**config.mk**
```make
export PLATFORM = sky130hd
export DESIGN_NAME = kp_alu_datapath
export DESIGN_NICKNAME = d
export VERILOG_FILES = /design/src/rtl/kp_alu_pkg.sv /design/src/rtl/kp_scanner.sv /design/src/rtl/kp_alu_datapath.sv
export SDC_FILE = /design/constraint.sdc
export NUM_CORES = 1
export LEC_CHECK = 0
export BUFFER_PORTS_ARGS = -buffer_cell sky130_fd_sc_hd__buf_4
export CAP_MARGIN = 25
export CORE_MARGIN = 5
export CORE_UTILIZATION = 55
export DETAILED_ROUTE_END_ITERATION = 6
export HOLD_SLACK_MARGIN = 0.15
export PLACE_DENSITY = 0.79
export SYNTH_ARGS = -nofsm -noshare
export SYNTH_HDL_FRONTEND = slang
export SYNTH_SLANG_ARGS = --single-unit
export TNS_END_PERCENT = 50
```
**constraint.sdc**
```tcl
create_clock -name clk -period 9.3 [get_ports clk]
set_input_delay 1.395 -clock clk [delete_from_list [all_inputs] [get_ports clk]]
set_output_delay 1.395 -clock clk [all_outputs]
set_load 0.05 [all_outputs]
```
**src/rtl/kp_alu_pkg.sv**
```systemverilog
// kp_alu_pkg
//   Shared definitions for the keypad / register-file / ALU datapath:
//   ALU operation codes, the keypad scanner state encoding, and a helper
//   that sizes register-file address ports.
package kp_alu_pkg;

   localparam logic [2:0] OP_ADD  = 3'd0;
   localparam logic [2:0] OP_SUB  = 3'd1;
   localparam logic [2:0] OP_AND  = 3'd2;
   localparam logic [2:0] OP_OR   = 3'd3;
   localparam logic [2:0] OP_XOR  = 3'd4;
   localparam logic [2:0] OP_SHL1 = 3'd5;
   localparam logic [2:0] OP_SHR1 = 3'd6;
   localparam logic [2:0] OP_PASS = 3'd7;

   typedef enum logic [1:0] {
      ST_SCAN     = 2'd0,
      ST_DEBOUNCE = 2'd1,
      ST_PRESSED  = 2'd2,
      ST_RELEASE  = 2'd3
   } scan_state_t;

   // Address width for a register file of n entries (never narrower than 1 bit).
   function automatic int addr_w(input int n);
      return (n > 1) ? $clog2(n) : 1;
   endfunction

endpackage

```
**src/rtl/kp_scanner.sv**
```systemverilog
// kp_scanner
//   Self-timed matrix keypad scanner. Drives one column low at a time for
//   SCAN_DIV cycles, samples the rows at the end of each dwell, debounces a
//   detected row pattern over DEBOUNCE dwells, emits a single key_valid pulse
//   per press and waits for a debounced release before scanning again.
// Ports:
//   clk, rst_n  clock, asynchronous active-low reset
//   kp_row      keypad rows, active-low
//   kp_col      column drive, active-low one-hot
//   key_valid   one-cycle pulse on an accepted keypress
//   key_code    row*COLS+col of the last accepted key
module kp_scanner
   import kp_alu_pkg::*;
#(
   parameter int ROWS     = 4,
   parameter int COLS     = 4,
   parameter int SCAN_DIV = 16,
   parameter int DEBOUNCE = 4
) (
   input  logic            clk,
   input  logic            rst_n,
   input  logic [ROWS-1:0] kp_row,
   output logic [COLS-1:0] kp_col,
   output logic            key_valid,
   output logic [3:0]      key_code
);

   localparam int CW   = (COLS > 1) ? $clog2(COLS) : 1;
   localparam int DIVW = (SCAN_DIV > 1) ? $clog2(SCAN_DIV) : 1;
   localparam int DBW  = $clog2(DEBOUNCE + 1);

   scan_state_t      state;
   logic [CW-1:0]    col_idx;
   logic [DIVW-1:0]  div_cnt;
   logic [DBW-1:0]   deb_cnt;
   logic [ROWS-1:0]  row_pat;
   logic [3:0]       row_idx;
   logic             dwell_end;
   logic             all_high;
   logic [CW-1:0]    col_next;

   function automatic logic [3:0] lowest_low(input logic [ROWS-1:0] rows);
      logic [3:0] idx;
      idx = 4'd0;
      for (int i = ROWS - 1; i >= 0; i--) begin
         if (!rows[i]) idx = 4'(i);
      end
      return idx;
   endfunction

   assign dwell_end = (div_cnt == DIVW'(SCAN_DIV - 1));
   assign all_high  = &kp_row;
   assign col_next  = (col_idx == CW'(COLS - 1)) ? '0 : col_idx + 1'b1;

   always_comb begin
      kp_col = '1;
      for (int c = 0; c < COLS; c++) begin
         kp_col[c] = (col_idx != CW'(c));
      end
   end

   // The dwell divider free-runs in every state; only the column freezes.
   always_ff @(posedge clk or negedge rst_n) begin
      if (!rst_n) begin
         state     <= ST_SCAN;
         col_idx   <= '0;
         div_cnt   <= '0;
         deb_cnt   <= '0;
         row_pat   <= '1;
         row_idx   <= '0;
         key_valid <= 1'b0;
         key_code  <= '0;
      end else begin
         key_valid <= 1'b0;
         div_cnt   <= dwell_end ? '0 : div_cnt + 1'b1;
         case (state)
            ST_SCAN: begin
               if (dwell_end) begin
                  if (!all_high) begin
                     row_pat <= kp_row;
                     row_idx <= lowest_low(kp_row);
                     deb_cnt <= '0;
                     state   <= ST_DEBOUNCE;
                  end else begin
                     col_idx <= col_next;
                  end
               end
            end
            ST_DEBOUNCE: begin
               // row_pat always holds a low bit, so an all-high sample is a mismatch too.
               if (dwell_end) begin
                  if (kp_row != row_pat) begin
                     state   <= ST_SCAN;
                     col_idx <= col_next;
                  end else if (deb_cnt == DBW'(DEBOUNCE - 1)) begin
                     state     <= ST_PRESSED;
                     key_valid <= 1'b1;
                     key_code  <= 4'(int'(row_idx) * COLS + int'(col_idx));
                  end else begin
                     deb_cnt <= deb_cnt + 1'b1;
                  end
               end
            end
            ST_PRESSED: begin
               deb_cnt <= '0;
               state   <= ST_RELEASE;
            end
            ST_RELEASE: begin
               if (dwell_end) begin
                  if (!all_high) begin
                     deb_cnt <= '0;
                  end else if (deb_cnt == DBW'(DEBOUNCE - 1)) begin
                     state   <= ST_SCAN;
                     col_idx <= col_next;
                  end else begin
                     deb_cnt <= deb_cnt + 1'b1;
                  end
               end
            end
            default: state <= ST_SCAN;
         endcase
      end
   end

endmodule

```
**src/rtl/kp_alu_datapath.sv**
```systemverilog
// kp_alu_datapath
//   Keypad-fed register file with an 8-operation ALU. Accepted keys shift a
//   nibble into reg[addr_wr]; exec evaluates the ALU on reg[addr_a] and
//   reg[addr_b], registers result and flags, and optionally writes the
//   result back to reg[addr_wr]. Writeback wins over a same-cycle key entry.
// Ports:
//   clk, rst_n            clock, asynchronous active-low reset
//   ena                   gates key entry and exec
//   kp_row / kp_col       keypad rows (active-low in) / columns (active-low out)
//   op                    ALU operation
//   addr_a, addr_b        operand register addresses
//   addr_wr, wr_sel       destination for key entry / writeback, writeback enable
//   exec                  execute strobe
//   key_valid, key_code   accepted-key pulse and code
//   result, carry, zero, ovf  registered ALU outputs
module kp_alu_datapath
   import kp_alu_pkg::*;
#(
   parameter int WIDTH    = 8,
   parameter int NUM_REGS = 4,
   parameter int ROWS     = 4,
   parameter int COLS     = 4,
   parameter int SCAN_DIV = 16,
   parameter int DEBOUNCE = 4,
   localparam int AW      = addr_w(NUM_REGS)
) (
   input  logic             clk,
   input  logic             rst_n,
   input  logic             ena,
   input  logic [ROWS-1:0]  kp_row,
   output logic [COLS-1:0]  kp_col,
   input  logic [2:0]       op,
   input  logic [AW-1:0]    addr_a,
   input  logic [AW-1:0]    addr_b,
   input  logic [AW-1:0]    addr_wr,
   input  logic             wr_sel,
   input  logic             exec,
   output logic             key_valid,
   output logic [3:0]       key_code,
   output logic [WIDTH-1:0] result,
   output logic             carry,
   output logic             zero,
   output logic             ovf
);

   logic [WIDTH-1:0]        regs [NUM_REGS];
   logic signed [WIDTH-1:0] opa_p0;
   logic signed [WIDTH-1:0] opb_p0;
   logic [WIDTH:0]          sum_p0;
   logic [WIDTH:0]          diff_p0;
   logic [WIDTH-1:0]        alu_res_p0;
   logic                    alu_carry_p0;
   logic                    alu_ovf_p0;
   logic                    vld_p0;
   logic                    wb_p0;
   logic                    key_wr_p0;
   logic [WIDTH-1:0]        result_p1;
   logic                    carry_p1;
   logic                    zero_p1;
   logic                    ovf_p1;

   function automatic logic add_ovf(input logic signed [WIDTH-1:0] a,
                                    input logic signed [WIDTH-1:0] b,
                                    input logic signed [WIDTH-1:0] s);
      return (a[WIDTH-1] == b[WIDTH-1]) && (s[WIDTH-1] != a[WIDTH-1]);
   endfunction

   function automatic logic sub_ovf(input logic signed [WIDTH-1:0] a,
                                    input logic signed [WIDTH-1:0] b,
                                    input logic signed [WIDTH-1:0] d);
      return (a[WIDTH-1] != b[WIDTH-1]) && (d[WIDTH-1] != a[WIDTH-1]);
   endfunction

   kp_scanner #(
      .ROWS     (ROWS),
      .COLS     (COLS),
      .SCAN_DIV (SCAN_DIV),
      .DEBOUNCE (DEBOUNCE)
   ) u_scanner (
      .clk       (clk),
      .rst_n     (rst_n),
      .kp_row    (kp_row),
      .kp_col    (kp_col),
      .key_valid (key_valid),
      .key_code  (key_code)
   );

   // Stage p0: combinational register read and ALU evaluation.
   assign opa_p0    = regs[addr_a];
   assign opb_p0    = regs[addr_b];
   assign vld_p0    = exec & ena;
   assign wb_p0     = vld_p0 & wr_sel;
   assign key_wr_p0 = key_valid & ena;
   assign sum_p0    = {1'b0, opa_p0} + {1'b0, opb_p0};
   assign diff_p0   = {1'b0, opa_p0} - {1'b0, opb_p0};

   always_comb begin
      alu_res_p0   = opa_p0;
      alu_carry_p0 = 1'b0;
      alu_ovf_p0   = 1'b0;
      case (op)
         OP_ADD: begin
            alu_res_p0   = sum_p0[WIDTH-1:0];
            alu_carry_p0 = sum_p0[WIDTH];
            alu_ovf_p0   = add_ovf(opa_p0, opb_p0, sum_p0[WIDTH-1:0]);
         end
         OP_SUB: begin
            alu_res_p0   = diff_p0[WIDTH-1:0];
            alu_carry_p0 = diff_p0[WIDTH];
            alu_ovf_p0   = sub_ovf(opa_p0, opb_p0, diff_p0[WIDTH-1:0]);
         end
         OP_AND:  alu_res_p0 = opa_p0 & opb_p0;
         OP_OR:   alu_res_p0 = opa_p0 | opb_p0;
         OP_XOR:  alu_res_p0 = opa_p0 ^ opb_p0;
         OP_SHL1: begin
            alu_res_p0   = opa_p0 << 1;
            alu_carry_p0 = opa_p0[WIDTH-1];
         end
         OP_SHR1: begin
            alu_res_p0   = opa_p0 >> 1;
            alu_carry_p0 = opa_p0[0];
         end
         default: alu_res_p0 = opa_p0;
      endcase
   end

   // Stage p1: registered result/flags and register-file update.
   always_ff @(posedge clk or negedge rst_n) begin
      if (!rst_n) begin
         result_p1 <= '0;
         carry_p1  <= 1'b0;
         zero_p1   <= 1'b0;
         ovf_p1    <= 1'b0;
      end else if (vld_p0) begin
         result_p1 <= alu_res_p0;
         carry_p1  <= alu_carry_p0;
         zero_p1   <= (alu_res_p0 == '0);
         ovf_p1    <= alu_ovf_p0;
      end
   end

   // Writeback takes priority; a coincident key nibble is dropped.
   always_ff @(posedge clk or negedge rst_n) begin
      if (!rst_n) begin
         for (int i = 0; i < NUM_REGS; i++) regs[i] <= '0;
      end else if (wb_p0) begin
         regs[addr_wr] <= alu_res_p0;
      end else if (key_wr_p0) begin
         regs[addr_wr] <= (regs[addr_wr] << 4) | WIDTH'(key_code);
      end
   end

   assign result = result_p1;
   assign carry  = carry_p1;
   assign zero   = zero_p1;
   assign ovf    = ovf_p1;

endmodule

```
Yosys cells after proc, flatten, opt, wreduce, memory -nomap -nowiden
Index checks and enable logic that the tools add are counted.
W data, S select, Z words.
{"block": "totals", "mem_count": 0, "ram_bits": 0, "out_inout_bits": 20, "input_bits": 18, "latch_bits": 0, "mem_bits_ro": 0, "register_bits": 65, "elab_cells": 136}
{"block": "op_classes", "reduce_logical": 15, "n_mux": 53, "shifts": 0, "n_div": 0, "eq_ne": 30, "n_mul": 0, "order_cmp": 4, "n_addsub": 6, "n_bitwise": 12}
{"cell": "$bwmux W32", "count": 2}
{"cell": "$mux W32", "count": 2}
{"cell": "$pmux W8 S7", "count": 1}
{"cell": "$bmux W8 S2", "count": 3}
{"cell": "$mux W2", "count": 20}
{"cell": "$mux W8", "count": 5}
{"cell": "$mux W3", "count": 7}
{"cell": "$demux W8 S2", "count": 1}
{"cell": "$ne A2 B1 Y1 const B", "count": 8}
{"cell": "$mux W4", "count": 3}
{"cell": "$pmux W3 S4", "count": 1}
{"cell": "$add A8 B8 Y9", "count": 1}
{"cell": "$eq A3 B2 Y1 const B", "count": 3}
{"cell": "$eq A3 B3 Y1 const B", "count": 3}
{"cell": "$ge A3 B3 Y1 const B", "count": 3}
{"cell": "$not A2 Y3", "count": 3}
{"cell": "$sub A8 B8 Y9", "count": 1}
{"cell": "$and A8 B8 Y8", "count": 1}
{"cell": "$logic_not A8 Y1", "count": 1}
{"cell": "$ne A2 B2 Y1 const B", "count": 4}
{"cell": "$or A8 B4 Y8", "count": 1}
{"cell": "$or A8 B8 Y8", "count": 1}
{"cell": "$pmux W2 S4", "count": 1}
{"cell": "$reduce_and A4 Y1", "count": 2}
{"cell": "other kinds (29)", "count": 42}

Logic depth before layout (Yosys ltp)
Gate-level depths: netlist of the first run.
{"block": "depth", "depth_word": 8, "depth_mapped": 13}

By module
Synthesis of the first run repeated with hierarchy kept, for this count alone.
{"block": "hier_totals", "cells_unflattened": 501, "hier_area_um2": 4829.6}
{"module": "kp_alu_datapath", "n_inst": 1, "area_per_inst_um2": 3599.7, "cells_per_inst": 390}
{"module": "kp_scanner", "n_inst": 1, "area_per_inst_um2": 1229.9, "cells_per_inst": 111}

Least setup slack after synthesis of the first run
No wires, ideal clock.
{"block": "synth_timing", "path_kind": "input to register", "startpoint": "in addr_b[0]", "endpoint": "reg zero_p1, in the netlist zero", "path_buffers": 1, "setup_ps": 68, "arrival_time_ps": 4334, "required_time_ps": 9232, "path_slack_ps": 4897, "path_stages": 11, "path_cell_list": "clkbuf_1 > mux4_2 > ha_1 > fa_1 > o21bai_1 > a2111oi_0 > a211o_1 > a211oi_1 > o22ai_2 > nor4_2 > a32o_1"}
{"block": "synth_between", "elab_chain_cells": 7, "word_cells_on_any_way": 11, "cone_classes": "2 x add/sub; 4 x mux; 4 x bitwise; 1 x reduce/logical"}
{"element": "from (decl)", "line": "kp_alu_datapath.sv:34", "source": "input logic [AW-1:0] addr_b,"}
{"element": "$not A2 Y3 (not written as such) *", "line": "kp_alu_datapath.sv:90", "source": "assign opb_p0 = regs[addr_b];"}
{"element": "$bmux W8 S2 *", "line": "kp_alu_datapath.sv:90"}
{"element": "$mux W8 (not written as such) * (2 in a row)", "line": "kp_alu_datapath.sv:90"}
{"element": "$sub A8 B8 Y9 (tied with other cells)", "line": "kp_alu_datapath.sv:95", "source": "assign diff_p0 = {1'b0, opa_p0} - {1'b0, opb_p0};"}
{"element": "$pmux W8 S7 *", "line": "kp_alu_datapath.sv:101", "source": "case (op)"}
{"element": "$logic_not A8 Y1 *", "line": "kp_alu_datapath.sv:137", "source": "zero_p1 <= (alu_res_p0 == '0);"}
{"element": "to (signal assigned)", "line": "kp_alu_datapath.sv:137"}
{"element": "to (decl)", "line": "kp_alu_datapath.sv:59", "source": "logic zero_p1;"}
Every way passes the cells marked *; elsewhere a longest branch is shown, timed or not. The select of a mux whose other input is x is not followed.
A chain may end at the register's enable or synchronous reset.

Worst setup path in the final report of the first run
{"block": "layout_timing", "startpoint": "in addr_a[0]", "endpoint": "reg regs[30] (netlist name)"}
{"block": "layout_between", "elab_chain_cells": 8, "word_cells_on_any_way": 12, "cone_classes": "2 x add/sub; 6 x mux; 4 x bitwise"}
{"element": "from (decl)", "line": "kp_alu_datapath.sv:33", "source": "input logic [AW-1:0] addr_a,"}
{"element": "$not A2 Y3 (not written as such) *", "line": "kp_alu_datapath.sv:89", "source": "assign opa_p0 = regs[addr_a];"}
{"element": "$bmux W8 S2 *", "line": "kp_alu_datapath.sv:89"}
{"element": "$mux W8 (not written as such) * (2 in a row)", "line": "kp_alu_datapath.sv:89"}
{"element": "$sub A8 B8 Y9 (tied with other cells)", "line": "kp_alu_datapath.sv:95"}
{"element": "$pmux W8 S7 *", "line": "kp_alu_datapath.sv:101"}
{"element": "$bwmux W32 *", "line": "kp_alu_datapath.sv:147", "source": "regs[addr_wr] <= alu_res_p0;"}
{"element": "$mux W32 *", "line": "kp_alu_datapath.sv:146", "source": "end else if (wb_p0) begin"}
{"element": "to (signal, indexed assignment)", "line": "kp_alu_datapath.sv:147"}
{"element": "to (signal, indexed assignment)", "line": "kp_alu_datapath.sv:149", "source": "regs[addr_wr] <= (regs[addr_wr] << 4) | WIDTH'(key_code);"}
{"element": "to (decl)", "line": "kp_alu_datapath.sv:46", "source": "logic [WIDTH-1:0] regs [NUM_REGS];"}
Marks and branches as above.

==> impl_metrics.py, run 1 <==
metrics = {
    "run_status": {
        "outcome": "finished clean",
    },
    "routing": {
        "avgViaCountPerCell": 6.33,
        "num_vias": 4074,
        "drt-initial-drc-count": 347,
        "wire_per_inst_um": 19.0,
        "firstDrtPassIters": 5,
        "wirelength_um": 12200,
        "drc": 0,
        "detail-route-antenna-nets": 0,
    },
    "die": {
        "die_area_um2": 10800,
        "pin_count": 38,
        "die_h_um": 104,
        "die_w_um": 104,
        "rows": 34,
        "start_util_pct": 56.1,
        "coreArea_um2": 8680,
    },
    "critical_path": {
        "worst_r2r_path_depth": 10,
        "rrSetupSlack_ns": 5.61,
        "worstPathArrival_ns": 4.81,
        "critPathRequiredTime_ns": 9.55,
        "crit_path_top_delay_cell": "mux4_1",
        "crit_type": "primary input to register",
        "slowest_delay_ns": 0.67,
        "critical_path.endpoint_type": "register",
        "cp_cell_sequence": "buf_4 > mux4_1 > ha_1 > fa_1 > a21oi_1 > o21bai_1 > a2111oi_0 > o21ai_0 > a31oi_1 > mux2i_1 > o21ai_0",
        "start_kind": "primary input",
        "cp_common_cell": "o21ai_0",
        "r2r-end": "regs[30]",
        "r2r-start": "regs[16]",
        "crit_fanout": 10,
    },
    "timing": {
        "skew_ns": 0.0108,
        "hold_viol": 0,
        "setup_viol_count_final": 0,
        "max_freq_ghz": 0.219,
        "min_period_ns": 4.56,
        "fin_hold_ws_ns": 0.483,
        "worst_pin_slew_ns": 0.801,
        "rsz0062_at_grt": "no",
        "tns_ns": 0,
        "slew_violations": 0,
        "slew-limit-headroom_pct": 46.6,
        "fin_crit_sh_pct": 49.0,
        "fin_ws_ns": 4.74,
    },
    "logic_synthesis": {
        "synth_seq_cells": 65,
        "syn_nets": 561,
        "synth_cell_types": 72,
        "synth-edff-count": 0,
        "synth_ff_type": "dfrtp_1",
        "avgSynthCellArea_um2": 9.53,
        "ys.warnings.count": 0,
        "postSynthCellCount": 511,
        "async_flop_share_pct": 100,
        "yosysSeqAreaShare_pct": 33.5,
        "synth_area_um2": 4870,
    },
    "placed_design": {
        "gp_congestion": 0.954,
        "dp_hpwl_um": 9070,
        "place_ws_ns": 4.55,
        "placed_cell_area_um2": 5080,
        "port_buffers": 37,
    },
    "clock_tree": {
        "cts.htree.levels": 3,
        "clock_path_buffers": 2,
        "cts_tree": "built",
        "hold_buffers": 0,
        "cts.sinks": 65,
        "cts.clk_slew.worst_paths_ns": 0.07,
        "cts_setup_buffers": 0,
        "clock-root-buffer": "clkbuf_8",
        "numCtsBuffers": 9,
        "clock_latency_ns": 0.34,
        "cts_resized": 0,
    },
    "pwr": {
        "ir_drop_v": 0.000150,
        "power_density_nw_per_um2": 194,
        "power.total_mw": 1.03,
        "leakagePower_nw": 2.39,
    },
    "finish": {
        "areaGrowthSynthToFinish_pct": 9.04,
        "nets": 581,
        "fin_area_um2": 5310,
        "final_common_cell": "dfrtp_1",
        "layout_common_cells": "61 x dfrtp_1, 58 x nand2_1, 45 x o21ai_0, 37 x buf_4, 35 x inv_1",
        "drive_above_1_share_pct": 18.8,
        "fillers": 716,
        "antenna-diode-count": 0,
    },
    "min_path": {
        "hold_path.class": "register to register",
        "hp-start": "u_scanner.row_idx[1]",
        "hold_depth": 2,
        "hold_path_end": "u_scanner.key_code[3]",
    },
    "flow_run": {
        "cap_viol_max_count": 0,
    },
    "global_route": {
        "gr-usage-all-layers_pct": 22.9,
        "gr-total-overflow": 0,
        "grt_pass1_vias": 3984,
        "grt_max_degree": 66,
        "antenna_found_initial": 0,
        "grt_pass1_wl_um": 20200,
    },
}
cell families after synthesis:
kind of cell,count (synthesis),share of synthesized area (%)
simple gates,155,15.4
flops,65,33.5
xor+xnor,10,1.80
mux,50,15.7
buf+inv,65,6.96
fa+ha+maj,32,8.53
compound gates,134,18.2
worst max-delay path by stage:
| stage | slack [ns] | cells after the start | end | startpoint |
|---|---|---|---|---|
| finish | 4.74 | 11 | regs[30] | addr_a[0] |
| global route | 4.61 | 11 | regs[30] | addr_a[0] |
| CTS | 4.85 | 11 | regs[14] | addr_a[0] |
| detailed placement | 4.55 | 11 | zero | addr_a[0] |
| global placement | 4.71 | 11 | regs[10] | addr_a[0] |
| floorplan | 4.90 | 11 | zero | addr_b[0] |
layout make-up:
type,instances,area (um2),share of cell area [%]
Clock inverter,5,86.3,1.63
Multi-Input combinational cell,381,2900,54.6
Tap cell,108,135,2.54
Timing Repair Buffer,37,278,5.23
Clock buffer,11,141,2.66
Sequential cell,65,1630,30.7
Inverter,37,139,2.61
critical path: cells and delay by family:
family | cells | cell delay [ns]
buf+inv | 1 | 0.18
mux | 2 | 0.88
fa+ha+maj | 2 | 0.68
compound gates | 6 | 1.65
state kept, by name (all words and copies together), names as in the netlist, named ones only:
register / cells
carry: 1
ovf: 1
regs: 32
result: 8
u_scanner.col_idx: 2
u_scanner.deb_cnt: 3
u_scanner.div_cnt: 4
u_scanner.key_code: 4
u_scanner.key_valid: 1
u_scanner.row_idx: 2
u_scanner.row_pat: 4
u_scanner.state: 1
zero: 1
power breakdown:
part | internal [mW] | switching [mW]
clock network | 0.161 | 0.111
logic | 0.148 | 0.243
registers | 0.331 | 0.0403
total | 0.639 | 0.394
synth_stat cells (3+ instances only):
master	number	share of area, %
a2111oi_0	3	0.54
a211o_1	4	0.72
a211oi_1	6	0.92
a21o_1	3	0.46
a21oi_1	24	2.5
a31oi_1	7	0.90
and2_1	3	0.39
buf_1	3	0.23
buf_6	6	1.4
clkbuf_1	12	0.92
clkbuf_8	4	1.1
dfrtp_1	61	31
dfstp_2	4	2.2
ha_1	30	7.7
inv_1	35	2.7
mux2_2	11	2.5
mux2i_1	18	3.7
mux4_1	3	1.6
mux4_2	15	6.9
nand2_1	58	4.5
nand2b_1	4	0.51
nand3_1	9	0.92
nand3b_1	4	0.62
nand4_1	3	0.39
nor2_1	34	2.6
nor2b_1	8	1.0
nor3_1	12	1.2
o2111ai_1	3	0.54
o211ai_1	3	0.46
o21ai_0	45	4.6
o21bai_1	5	0.77
o221ai_1	3	0.54
o22ai_1	4	0.51
o32ai_1	4	0.72
or3_1	3	0.39
xnor2_1	8	1.4
per-stage QoR:
step           cells  util (%)
6_report         644      61.2
5_1_grt          644      61.2
4_1_cts          644      61.2
3_5_place_dp     628      58.6
3_3_place_gp     628      58.6
2_1_floorplan    511         -
layer usage:
| metal | wire [um] | track usage [%] | vias to the layer above |
|---|---|---|---|
| met5 | 0 | 0 | - |
| met4 | 525 | 11.6 | 0 |
| met3 | 783 | 4.16 | 45 |
| met2 | 6130 | 38.4 | 172 |
| met1 | 4790 | 28.2 | 1971 |
| li1 | - | - | 1886 |
No activity file was read; power rests on OpenSTA's default activity.
==> inputs of run 2 (changes only) <==
==> constraint.sdc (replaced) <==
create_clock -name clk -period 4.25 [get_ports clk]
set_input_delay 0.6375 -clock clk [delete_from_list [all_inputs] [get_ports clk]]
set_output_delay 0.6375 -clock clk [all_outputs]
set_load 0.05 [all_outputs]
==> impl_metrics.py, run 2 (synthesis gave the netlist of run 1 again) <==
metrics = {
    "critical_path": {
        "worstPathArrival_ns": 3.78,
        "critical-path-top-delay-family": "compound AO/OA/AOI/OAI gates",
        "crit_type": "primary input to register",
        "crit_buf_inv": 1,
        "slowest_delay_ns": 0.67,
        "cp_cell_sequence": "buf_4 > mux4_1 > ha_1 > fa_1 > nor2b_1 > xnor2_1 > o221ai_1 > o32ai_1 > nor2_1 > a21oi_1 > o21ai_0",
        "start_kind": "primary input",
        "critical_path.endpoint_type": "register",
        "crit_fanout": 10,
        "rrSetupSlack_ns": 0.76,
        "critPathRequiredTime_ns": 4.44,
        "crit_path_top_delay_cell": "mux4_1",
    },
    "routing": {
        "wirelength_um": 12500,
        "firstDrtPassIters": 5,
        "drt-initial-drc-count": 336,
        "drc": 0,
        "num_vias": 4100,
        "detail-route-antenna-nets": 0,
        "avgViaCountPerCell": 6.34,
        "wire_per_inst_um": 19.3,
    },
    "clock_tree": {
        "hold_buffers": 0,
        "clock-root-buffer": "clkbuf_8",
        "cts_resized": 0,
        "cts_tree": "built",
        "cts.sinks": 65,
        "clock_latency_ns": 0.34,
        "clock_path_buffers": 2,
        "cts.clk_slew.worst_paths_ns": 0.07,
        "cts_setup_buffers": 0,
        "numCtsBuffers": 9,
        "cts.htree.levels": 3,
    },
    "die": {
        "start_util_pct": 56.1,
        "die_w_um": 104,
        "coreArea_um2": 8680,
        "die_area_um2": 10800,
        "die_h_um": 104,
        "rows": 34,
        "pin_count": 38,
    },
    "placed_design": {
        "dp_hpwl_um": 9390,
        "port_buffers": 37,
        "gp_congestion": 0.958,
        "place_ws_ns": 0.355,
        "placedCellCount": 631,
    },
    "global_route": {
        "gr-usage-all-layers_pct": 23.5,
        "grt_pass1_vias": 4094,
        "grt_max_degree": 66,
        "grt_pass1_wl_um": 20900,
        "antenna_found_initial": 0,
        "gr-total-overflow": 0,
    },
    "timing": {
        "tns_ns": 0,
        "max_freq_ghz": 0.279,
        "slew-limit-headroom_pct": 44.5,
        "hold_viol": 0,
        "setup_viol_count_final": 0,
        "slew_violations": 0,
        "skew_ns": 0.0107,
        "rsz0062_at_grt": "no",
        "worst_pin_slew_ns": 0.833,
        "min_period_ns": 3.58,
        "fin_crit_sh_pct": 84.3,
        "fin_ws_ns": 0.666,
    },
    "finish": {
        "nets": 584,
        "multiInputGateArea_um2": 2900,
        "seq_area_um2": 1630,
        "final_common_cell": "dfrtp_1",
        "fillers": 700,
        "antenna-diode-count": 0,
        "drive_above_1_share_pct": 19.5,
        "top_register": "regs",
        "instances_no_fill": 647,
        "largest_reg_flops": 32,
        "layout_common_cells": "61 x dfrtp_1, 58 x nand2_1, 45 x o21ai_0, 40 x buf_4, 35 x inv_1",
        "areaGrowthSynthToFinish_pct": 9.50,
    },
    "pwr": {
        "p_sw_share_pct": 38.2,
        "net-switching-power_uw": 871,
        "power_density_nw_per_um2": 427,
        "leakagePower_nw": 2.40,
        "clockPowerShare_pct": 25.9,
        "p_seq_share_pct": 35.8,
        "p_int_mw": 1.41,
        "ir_drop_v": 0.000343,
        "share_comb_of_total_power_pct": 38.3,
    },
    "flow_run": {
        "cap_viol_max_count": 0,
    },
    "min_path": {
        "hold_path.class": "primary input to async pin",
    },
    "run_status": {
        "outcome": "finished clean",
    },
}
## run 2: worst register-to-register path: cells and delay by family, from the launching register on
kind	cells	cell delay [ns]
AOI/OAI and AO/OA	4	1.20
adders and majority gates	2	0.68
muxes	1	0.63
DFF	1	0.43
and+or+nand+nor	2	0.26
xor gates and xnor gates	1	0.15
## run 2: path summary, 6_finish.rpt
path,startpoint,end,cells past startpoint
worst max-delay path,addr_a[0],regs[2],11
worst min-delay path,rst_n,regs[17],1
worst max register to register,regs[16],regs[2],10
worst min register to register,u_scanner.row_idx[1],u_scanner.key_code[3],2
max in group asynchronous,rst_n,u_scanner.deb_cnt[0],1
min in group clk,u_scanner.row_idx[1],u_scanner.key_code[3],2
## run 2: power groups by stage
stage | clock network (mW) | logic, mW | registers, mW
floorplan | 0 | 0.565 | 0.874
global route | 0.633 | 0.954 | 0.828
detailed placement | 0 | 0.866 | 0.823
CTS | 0.601 | 0.869 | 0.813
global placement | 0 | 0.842 | 0.812
finish | 0.590 | 0.871 | 0.815
## run 2: final cells by class
| cell class | instances | share of cell area, % |
|---|---|---|
| multi-input cells | 381 | 54.4 |
| well taps | 108 | 2.53 |
| flip-flops and latches | 65 | 30.6 |
| clock inverters | 6 | 1.69 |
| inverters | 37 | 2.60 |
| repair buffers | 40 | 5.63 |
| clock buffers | 10 | 2.58 |
## run 2: layer usage
| layer | global-route usage (%) | wire length (um) | up-vias |
|---|---|---|---|
| met5 | 0 | 0 | - |
| met4 | 10.8 | 467 | 0 |
| met3 | 4.66 | 768 | 41 |
| met2 | 39.3 | 6260 | 165 |
| met1 | 29.3 | 4980 | 1989 |
| li1 | - | - | 1905 |
## run 2: through the flow
step	utilization, %	total power, mW	cell area, um2	hold WS (ns)
finish	61.5	2.28	5340	0.408
global route	61.5	2.41	5340	0.458
CTS	61.5	2.28	5340	0.419
detailed placement	58.9	1.69	5110	0.466
global placement	58.9	1.65	5110	0.459
floorplan	-	1.44	4870	0.342
